File: config.mk
export PLATFORM = sky130hd
export DESIGN_NAME = fifo_rd_stream
export DESIGN_NICKNAME = d
export VERILOG_FILES = /design/src/rtl/fifo_rd_stream_pkg.sv /design/src/rtl/fifo_rd_buf.sv /design/src/rtl/fifo_rd_stream.sv
export SDC_FILE = /design/constraint.sdc
export NUM_CORES = 1
export LEC_CHECK = 0
export BUFFER_PORTS_ARGS = -buffer_cell sky130_fd_sc_hd__buf_4
export CAP_MARGIN = 20
export CORE_UTILIZATION = 33
export DETAILED_ROUTE_END_ITERATION = 8
export GPL_TIMING_DRIVEN = 0
export PLACE_DENSITY = 0.54
export SETUP_SLACK_MARGIN = 0.4
export SKIP_CTS_REPAIR_TIMING = 1
export SYNTH_ARGS = -nofsm -noshare
export SYNTH_HDL_FRONTEND = slang
export SYNTH_SLANG_ARGS = --single-unit
export TNS_END_PERCENT = 50
File: constraint.sdc
create_clock -name clk -period 2.7 [get_ports clk]
set_input_delay 0.135 -clock clk [delete_from_list [all_inputs] [get_ports clk]]
set_output_delay 0.135 -clock clk [all_outputs]
set_load 0.01 [all_outputs]
File: src/rtl/fifo_rd_stream_pkg.sv
// Shared constants and types for the FIFO read-side stream engine.
// Optional feature macro: FIFO_RD_CNT_EN (accepted-word counter on the top level).
package fifo_rd_stream_pkg;

  localparam int DEF_DATA_WIDTH = 8;
  localparam int DEF_DEPTH      = 32;
  localparam int RD_BUF_DEPTH   = 2;

  typedef enum logic [1:0] {
    BUF_EMPTY = 2'd0,
    BUF_ONE   = 2'd1,
    BUF_TWO   = 2'd2
  } buf_state_e;

  // True when another read can be issued without overrunning the output buffer.
  function automatic logic rd_room(buf_state_e st, logic inflight, logic pop);
    logic [2:0] occ;
    occ = 3'(st) + 3'(inflight) - 3'(pop);
    return occ < 3'(RD_BUF_DEPTH);
  endfunction

endpackage

File: src/rtl/fifo_rd_buf.sv
// Two-entry ring buffer holding words returned by the FIFO until the stream
// consumer accepts them; head_data is a registered storage output.
module fifo_rd_buf
  import fifo_rd_stream_pkg::*;
#(
  parameter int DATA_WIDTH = DEF_DATA_WIDTH
) (
  input  logic                  clk,
  input  logic                  reset_n,
  input  logic                  push,
  input  logic [DATA_WIDTH-1:0] push_data,
  input  logic                  pop,
  output logic [DATA_WIDTH-1:0] head_data,
  output buf_state_e            state
);

  logic [DATA_WIDTH-1:0] mem_q [RD_BUF_DEPTH];
  logic [DATA_WIDTH-1:0] mem_d [RD_BUF_DEPTH];
  logic                  head_q, head_d;
  logic                  tail_q, tail_d;
  buf_state_e            state_q, state_d;

  always_comb begin
    // NOTE: every signal gets a default first so no path leaves it unassigned (no latch).
    // NOTE: combinational logic uses blocking '=', the flops below use non-blocking '<='.
    mem_d   = mem_q;
    head_d  = head_q;
    tail_d  = tail_q;
    state_d = state_q;

    if (push) begin
      mem_d[tail_q] = push_data;
      tail_d        = ~tail_q;
    end
    if (pop) begin
      head_d = ~head_q;
    end

    unique case ({push, pop})
      2'b10:   state_d = (state_q == BUF_EMPTY) ? BUF_ONE : BUF_TWO;
      2'b01:   state_d = (state_q == BUF_TWO) ? BUF_ONE : BUF_EMPTY;
      default: state_d = state_q;
    endcase
  end

  always_ff @(posedge clk or negedge reset_n) begin
    if (!reset_n) begin
      // NOTE: storage is reset as well, so m_data reads 0 after reset instead of stale words.
      for (int i = 0; i < RD_BUF_DEPTH; i++) mem_q[i] <= '0;
      head_q  <= 1'b0;
      tail_q  <= 1'b0;
      state_q <= BUF_EMPTY;
    end else begin
      mem_q   <= mem_d;
      head_q  <= head_d;
      tail_q  <= tail_d;
      state_q <= state_d;
    end
  end

  assign head_data = mem_q[head_q];
  assign state     = state_q;

endmodule

File: src/rtl/fifo_rd_stream.sv
// Drains fifo_sync through a 2-entry buffer onto a valid/ready stream at 1 word/cycle.
// Optional feature macro: FIFO_RD_CNT_EN adds the word_cnt accepted-word counter.
module fifo_rd_stream
  import fifo_rd_stream_pkg::*;
#(
  parameter int DATA_WIDTH = DEF_DATA_WIDTH
`ifdef FIFO_RD_CNT_EN
  , parameter int CNT_WIDTH = 16
`endif
) (
  input  logic                  clk,
  input  logic                  reset_n,
  input  logic                  fifo_empty,
  output logic                  fifo_rd_en,
  input  logic [DATA_WIDTH-1:0] fifo_rd_data,
  output logic                  m_valid,
  output logic [DATA_WIDTH-1:0] m_data,
  input  logic                  m_ready
`ifdef FIFO_RD_CNT_EN
  , output logic [CNT_WIDTH-1:0] word_cnt
`endif
);

  buf_state_e buf_state;
  logic       inflight_q, inflight_d;
  logic       pop;

  assign m_valid = (buf_state != BUF_EMPTY);
  assign pop     = m_valid && m_ready;

  // Reads are gated by reset_n so the FIFO is never popped while this block is held in reset.
  always_comb begin
    fifo_rd_en = reset_n && !fifo_empty && rd_room(buf_state, inflight_q, pop);
    inflight_d = fifo_rd_en;
  end

  always_ff @(posedge clk or negedge reset_n) begin
    if (!reset_n) inflight_q <= 1'b0;
    else          inflight_q <= inflight_d;
  end

  fifo_rd_buf #(
    .DATA_WIDTH (DATA_WIDTH)
  ) u_buf (
    .clk       (clk),
    .reset_n   (reset_n),
    .push      (inflight_q),
    .push_data (fifo_rd_data),
    .pop       (pop),
    .head_data (m_data),
    .state     (buf_state)
  );

`ifdef FIFO_RD_CNT_EN
  logic [CNT_WIDTH-1:0] word_cnt_q, word_cnt_d;

  always_comb begin
    word_cnt_d = word_cnt_q;
    if (pop) word_cnt_d = word_cnt_q + 1'b1;
  end

  always_ff @(posedge clk or negedge reset_n) begin
    if (!reset_n) word_cnt_q <= '0;
    else          word_cnt_q <= word_cnt_d;
  end

  assign word_cnt = word_cnt_q;
`endif

endmodule
Yosys cells after proc, flatten, opt, wreduce, memory -nomap -nowiden
Index checks and enable logic that the tools add are counted.
Storage, ports and cells
  latch bits: 0
  logic and storage cells: 36
  input bits: 12
  ROM bits: 0
  bits in writable memories: 0
  memories kept: 0
  bits in registers: 21
  output and inout bits: 10
Cells by class
  multiplexer cells: 9
  magnitude comparators: 4
  multipliers: 0
  bitwise logic cells: 4
  shift-type cells: 0
  add/subtract/negate cells: 2
  equal/unequal tests: 3
  reduce and logical (&&, ||, !) cells: 8
  divide/modulo/power cells: 0
Operators with widths (count)
  8-bit two-way mux: 4
  16-bit bitwise mux: 1
  8-bit demux with 1-bit select: 1
  2-bit == test (second input constant): 2
  2-bit >= comparator (second input constant): 2
  1-bit logical AND: 4
  1-bit NOT with 2-bit output: 2
  2-bit one-hot mux with 2 select lines: 1
  2-bit nonzero test: 2
  2-bit by 1-bit adder with 3-bit output: 1
  3-bit by 2-bit less-than comparator with 1-bit output (second input constant): 1
  3-bit by 1-bit subtractor with 3-bit output: 1
  2-bit by 1-bit == test with 1-bit output (second input constant): 1
  2-bit zero test: 1
  2-bit by 1-bit less-than comparator with 1-bit output (second input constant): 1
  2-bit two-way mux: 1
  1-bit NOT: 2
  1-bit zero test: 1
  1-bit two-way mux: 1

Depth between registers and ports, before layout
  depth in word-level cells: 6
  mapped depth: 6

Modules after synthesis
From an unflattened synthesis, not the netlist that was laid out.
Second synthesis, totals
  cell total of the unflattened synthesis: 69
  area, all modules: 1017.2 µm²
By module, submodules not included
  fifo_rd_buf: times used 1, area each 913.4 µm², cells an instance 59
  fifo_rd_stream: times used 1, area each 103.8 µm², cells an instance 10

Least setup slack after synthesis
Ideal clock, no wire load.
  kind: register to register
  start point: register u_buf.state_q[1] (netlist: u_buf.state[1])
  end point: register inflight_q
  data required time: 2552 ps
  stages on the path, launching flop included: 7
  path slack: 551 ps
  data arrival time: 2000 ps
  path through: dfrtp_1 > o21a_1 > ha_1 > or2b_1 > fa_1 > xor2_1 > nor3_1
Between the ends
  word-level cells in the longest chain between the ends: 5
  elaborated cells between the ends (all ways): 6
  those cells by class: 2 x add/sub; 1 x order compare; 3 x reduce/logical
Ends and longest elaborated chain
  start, declared: line fifo_rd_buf.sv:21  | buf_state_e state_q, state_d;
  start signal, assigned: line fifo_rd_buf.sv:57  | state_q <= state_d;
  2-bit nonzero test: line fifo_rd_stream.sv:28  | assign m_valid = (buf_state != BUF_EMPTY);
  1-bit logical AND: line fifo_rd_stream.sv:29  | assign pop = m_valid && m_ready;
  net pop: line fifo_rd_stream.sv:26  | logic pop;
  3-bit by 1-bit subtractor with 3-bit output: line fifo_rd_stream_pkg.sv:18  | occ = 3'(st) + 3'(inflight) - 3'(pop);
  3-bit by 2-bit less-than comparator with 1-bit output: line fifo_rd_stream_pkg.sv:19  | return occ < 3'(RD_BUF_DEPTH);
  1-bit logical AND: line fifo_rd_stream.sv:33  | fifo_rd_en = reset_n && !fifo_empty && rd_room(buf_state, inflight_q, pop);
  net fifo_rd_en: line fifo_rd_stream.sv:14  | output logic fifo_rd_en,
  end signal, assigned: line fifo_rd_stream.sv:39  | else inflight_q <= inflight_d;
  end, declared: line fifo_rd_stream.sv:25  | logic inflight_q, inflight_d;
The timed path passes the listed nets, and every way through them passes these cells.
A chain may end at the register's enable or synchronous reset.

Worst setup path in the final report
  start point: register u_buf.state_q[1] (netlist: u_buf.state[1])
  end point: output fifo_rd_en
Between the ends
  word-level cells in the longest chain between the ends: 5
  elaborated cells between the ends (all ways): 6
  those cells by class: 2 x add/sub; 1 x order compare; 3 x reduce/logical
Ends and longest elaborated chain (line)
  2-bit nonzero test: fifo_rd_stream.sv:28
  1-bit logical AND: fifo_rd_stream.sv:29
  net pop: fifo_rd_stream.sv:26
  3-bit by 1-bit subtractor with 3-bit output: fifo_rd_stream_pkg.sv:18
  3-bit by 2-bit less-than comparator with 1-bit output: fifo_rd_stream_pkg.sv:19
  1-bit logical AND: fifo_rd_stream.sv:33
  end, declared: fifo_rd_stream.sv:14
The timed path passes the listed nets, and every way through them passes these cells.

==> results.sh <==
export IMPL_status="finished, violations left"
export IMPL_violations="DRC"
export IMPL_cts_buffer_depth=2
export IMPL_finalCritPeriodShare_pct=91.33
export IMPL_cp_max_fo=4
export IMPL_critPathLaunch="u_buf.state[1]$_DFFE_PN0P_"
export IMPL_worstMarginPinSlew_ns=0.2747
export IMPL_start_kind="register"
export IMPL_power_mw=1.529
export IMPL_area_delta_synth_final_pct=29.74
export IMPL_syn_inst=69
export IMPL_crit_type="reg2out"
export IMPL_start_util_pct=35.83
export IMPL_hold_class="in2reg"
export IMPL_min_period_ns=2.466
export IMPL_final_area_um2=1326
export IMPL_cts_tree="built"
export IMPL_synth_distinct_cells=19
export IMPL_slew_violations=0
export IMPL_tns_ns=0
export IMPL_yosysTopAreaCell="dfrtp_1"
export IMPL_floorplan_rows=19
export IMPL_comb_power_share_pct=53.5
export IMPL_net_switching_power_uw=485.7
export IMPL_grt_max_degree=23
export IMPL_fillerInstances=266
export IMPL_switching_share_pct=31.77
export IMPL_cp_data_arrival_time_ns=2.33
export IMPL_ff2ff_path_depth=6
export IMPL_via_per_inst=4.672
export IMPL_ant_nets=0
export IMPL_report_final_setup_viol=0
export IMPL_pwr_share_clk_pct=9.7
export IMPL_drc=3
export IMPL_whs_ns=0.06760
export IMPL_syn_nets=84
export IMPL_synth_top_area_share_pct=51.41
export IMPL_seqPwrFrac_pct=36.8
export IMPL_routabilityCongestion=0.6124
export IMPL_ys_top_cells_by_area="dfrtp_1 51%, mux2_2 18%, mux2_4 12%, xor2_1 3.4%, ha_1 2.4%"
export IMPL_worstReg2RegStart="u_buf.state[1]$_DFFE_PN0P_"
export IMPL_grt_pass1_wl_um=2780
export IMPL_clk_pin_slew_worst_paths_ns=0.12
export IMPL_final_net_count=119
export IMPL_cts_htree_levels=1
export IMPL_grt_ovfl_total=0
export IMPL_crit_end="fifo_rd_en"
export IMPL_synth_ff_latch_count=21
export IMPL_placed_area_um2=1219
export IMPL_dieArea_um2=3324
export IMPL_fin_ws_ns=0.2342
export IMPL_cts_sinks=21
export IMPL_r2r_slack_ns=0.73
export IMPL_dieHeight_um=57.66
export IMPL_routedWlPerCell_um=12.95
export IMPL_routed_wl_um=1735
export IMPL_antenna_found_initial=0
export IMPL_timing_fmax_mhz=405.5
export IMPL_slew_headroom_pct=81.69
export IMPL_dr_total_vias=626
export IMPL_io_buffers=21
export IMPL_ios=22
export IMPL_drive_gt1_share_pct=63.11
export IMPL_intPower_mw=1.043
export IMPL_synth_warnings=0
export IMPL_skew_ns=0.01032
export IMPL_grt_usage_pct=11.30
export IMPL_seq_area_frac_synth_pct=51.41
export IMPL_worstSetupEndpointType="primary output"
export IMPL_synth_area_um2=1022
export IMPL_syn_area_per_cell_um2=14.81
export IMPL_grt_pass1_vias=625
export IMPL_clk_latency_ns=0.30
export IMPL_drt_initial_drc_count=13
export IMPL_core_um2=2853
export IMPL_cts_root_buf="clkbuf_4"
export IMPL_dp_slack_ns=0.4360
export IMPL_final_cell_mix="28 x buf_4, 19 x dfrtp_1, 16 x mux2_2"
export IMPL_antenna_cells=0
export IMPL_layout_commonest_cell="buf_4"
export IMPL_max_cap_violations=0
export IMPL_dp_hpwl_um=1153
export IMPL_rsz0062_at_grt="true"
export IMPL_drtPass1Iterations=6
export IMPL_die_width_um=57.66
export IMPL_power_leakage_nw=0.6251
export IMPL_cts_inserted_buffers=3
export IMPL_power_density_nw_per_um2=1153
export IMPL_cp_required_ns=2.57
export IMPL_vdd_drop_max_uv=493.7
export IMPL_finalHoldViolations=0
export IMPL_r2r_end="inflight_q$_DFF_PN0_"
[metal layers]
metal  GRT usage (%)  share of wire (%)
met1           14.59                 49
met2           18.11                 46
met5               0                  0
met4           5.102               0.58
met3           2.679                3.9
[power groups by stage]
| stage | Clock, mW | Sequential (mW) | Combinational (mW) |
|---|---|---|---|
| after floorplan | 0 | 0.551 | 0.515 |
| after global placement | 0 | 0.572 | 0.727 |
| after detailed placement | 0 | 0.577 | 0.738 |
| after CTS | 0.159 | 0.571 | 0.743 |
| after global routing | 0.174 | 0.582 | 0.890 |
| final | 0.148 | 0.562 | 0.818 |
[worst min-delay path by stage]
| stage | from | to | slack [ns] | cells after the start |
|---|---|---|---|---|
| 2_1_floorplan | reset_n | inflight_q$_DFF_PN0_ | -0.16 | 0 |
| 4_1_cts | reset_n | u_buf.mem_q[8]$_DFFE_PN0P_ | -0.31 | 1 |
| 3_5_place_dp | reset_n | u_buf.mem_q[11]$_DFFE_PN0P_ | 0.04 | 1 |
| 3_3_place_gp | reset_n | u_buf.mem_q[11]$_DFFE_PN0P_ | 0.04 | 1 |
| 5_1_grt | fifo_rd_data[2] | u_buf.mem_q[10]$_DFFE_PN0P_ | 0.05 | 2 |
| 6_report | fifo_rd_data[6] | u_buf.mem_q[6]$_DFFE_PN0P_ | 0.07 | 2 |
[critical path, stage by stage (launching register included)]
cell	delay, ns
dfrtp_2	0.44
o21a_1	0.22
ha_1	0.27
or2b_1	0.23
fa_1	0.37
xor2_1	0.16
nor3_2	0.18
buf_4	0.15
[layout make-up]
type                    count  area, µm²  share of cell area, %
clock inverters             1      5.005                 0.3774
flip-flops and latches     21      528.0                  39.81
plain buffers               2      25.02                  1.887
clock buffers               3      22.52                  1.698
multi-input cells          43      465.4                  35.09
well taps                  31      38.79                  2.925
repair buffers             30      230.2                  17.36
inverters                   3      11.26                 0.8491
[cells in the mapped netlist (all sizes together)]
cell type  number
o21a            1
buf             2
nor3            1
or2             2
nand2           3
or2b            1
xor2            4
nor2b           2
o21ai           1
a2bb2oi         1
dfrtp          21
inv             3
mux2           24
ha              2
fa              1
[kinds of logic after synthesis]
kind of cell               Yosys count  synth area share [%]
AOI/OAI and AO/OA                    3                 2.081
xor gates and xnor gates             4                 3.427
adders and majority gates            3                 4.406
buffers and inverters                5                 3.549
DFF                                 21                 51.41
muxes                               24                 29.38
and+or+nand+nor                      9                 5.753
[registers in the layout (all words and copies together), names as in the netlist]
signal and count:
u_buf.mem_q 16, u_buf.tail_q 1, u_buf.state 2, u_buf.head_q 1, inflight_q 1
[through the flow]
| step | utilization (%) | std cells |
|---|---|---|
| 3_3_place_gp | 42.72 | 121 |
| 6_report | 46.49 | 134 |
| 2_1_floorplan | - | 69 |
| 5_1_grt | 46.49 | 134 |
| 3_5_place_dp | 42.72 | 121 |
| 4_1_cts | 43.68 | 125 |
No activity file was read; power rests on OpenSTA's default activity.
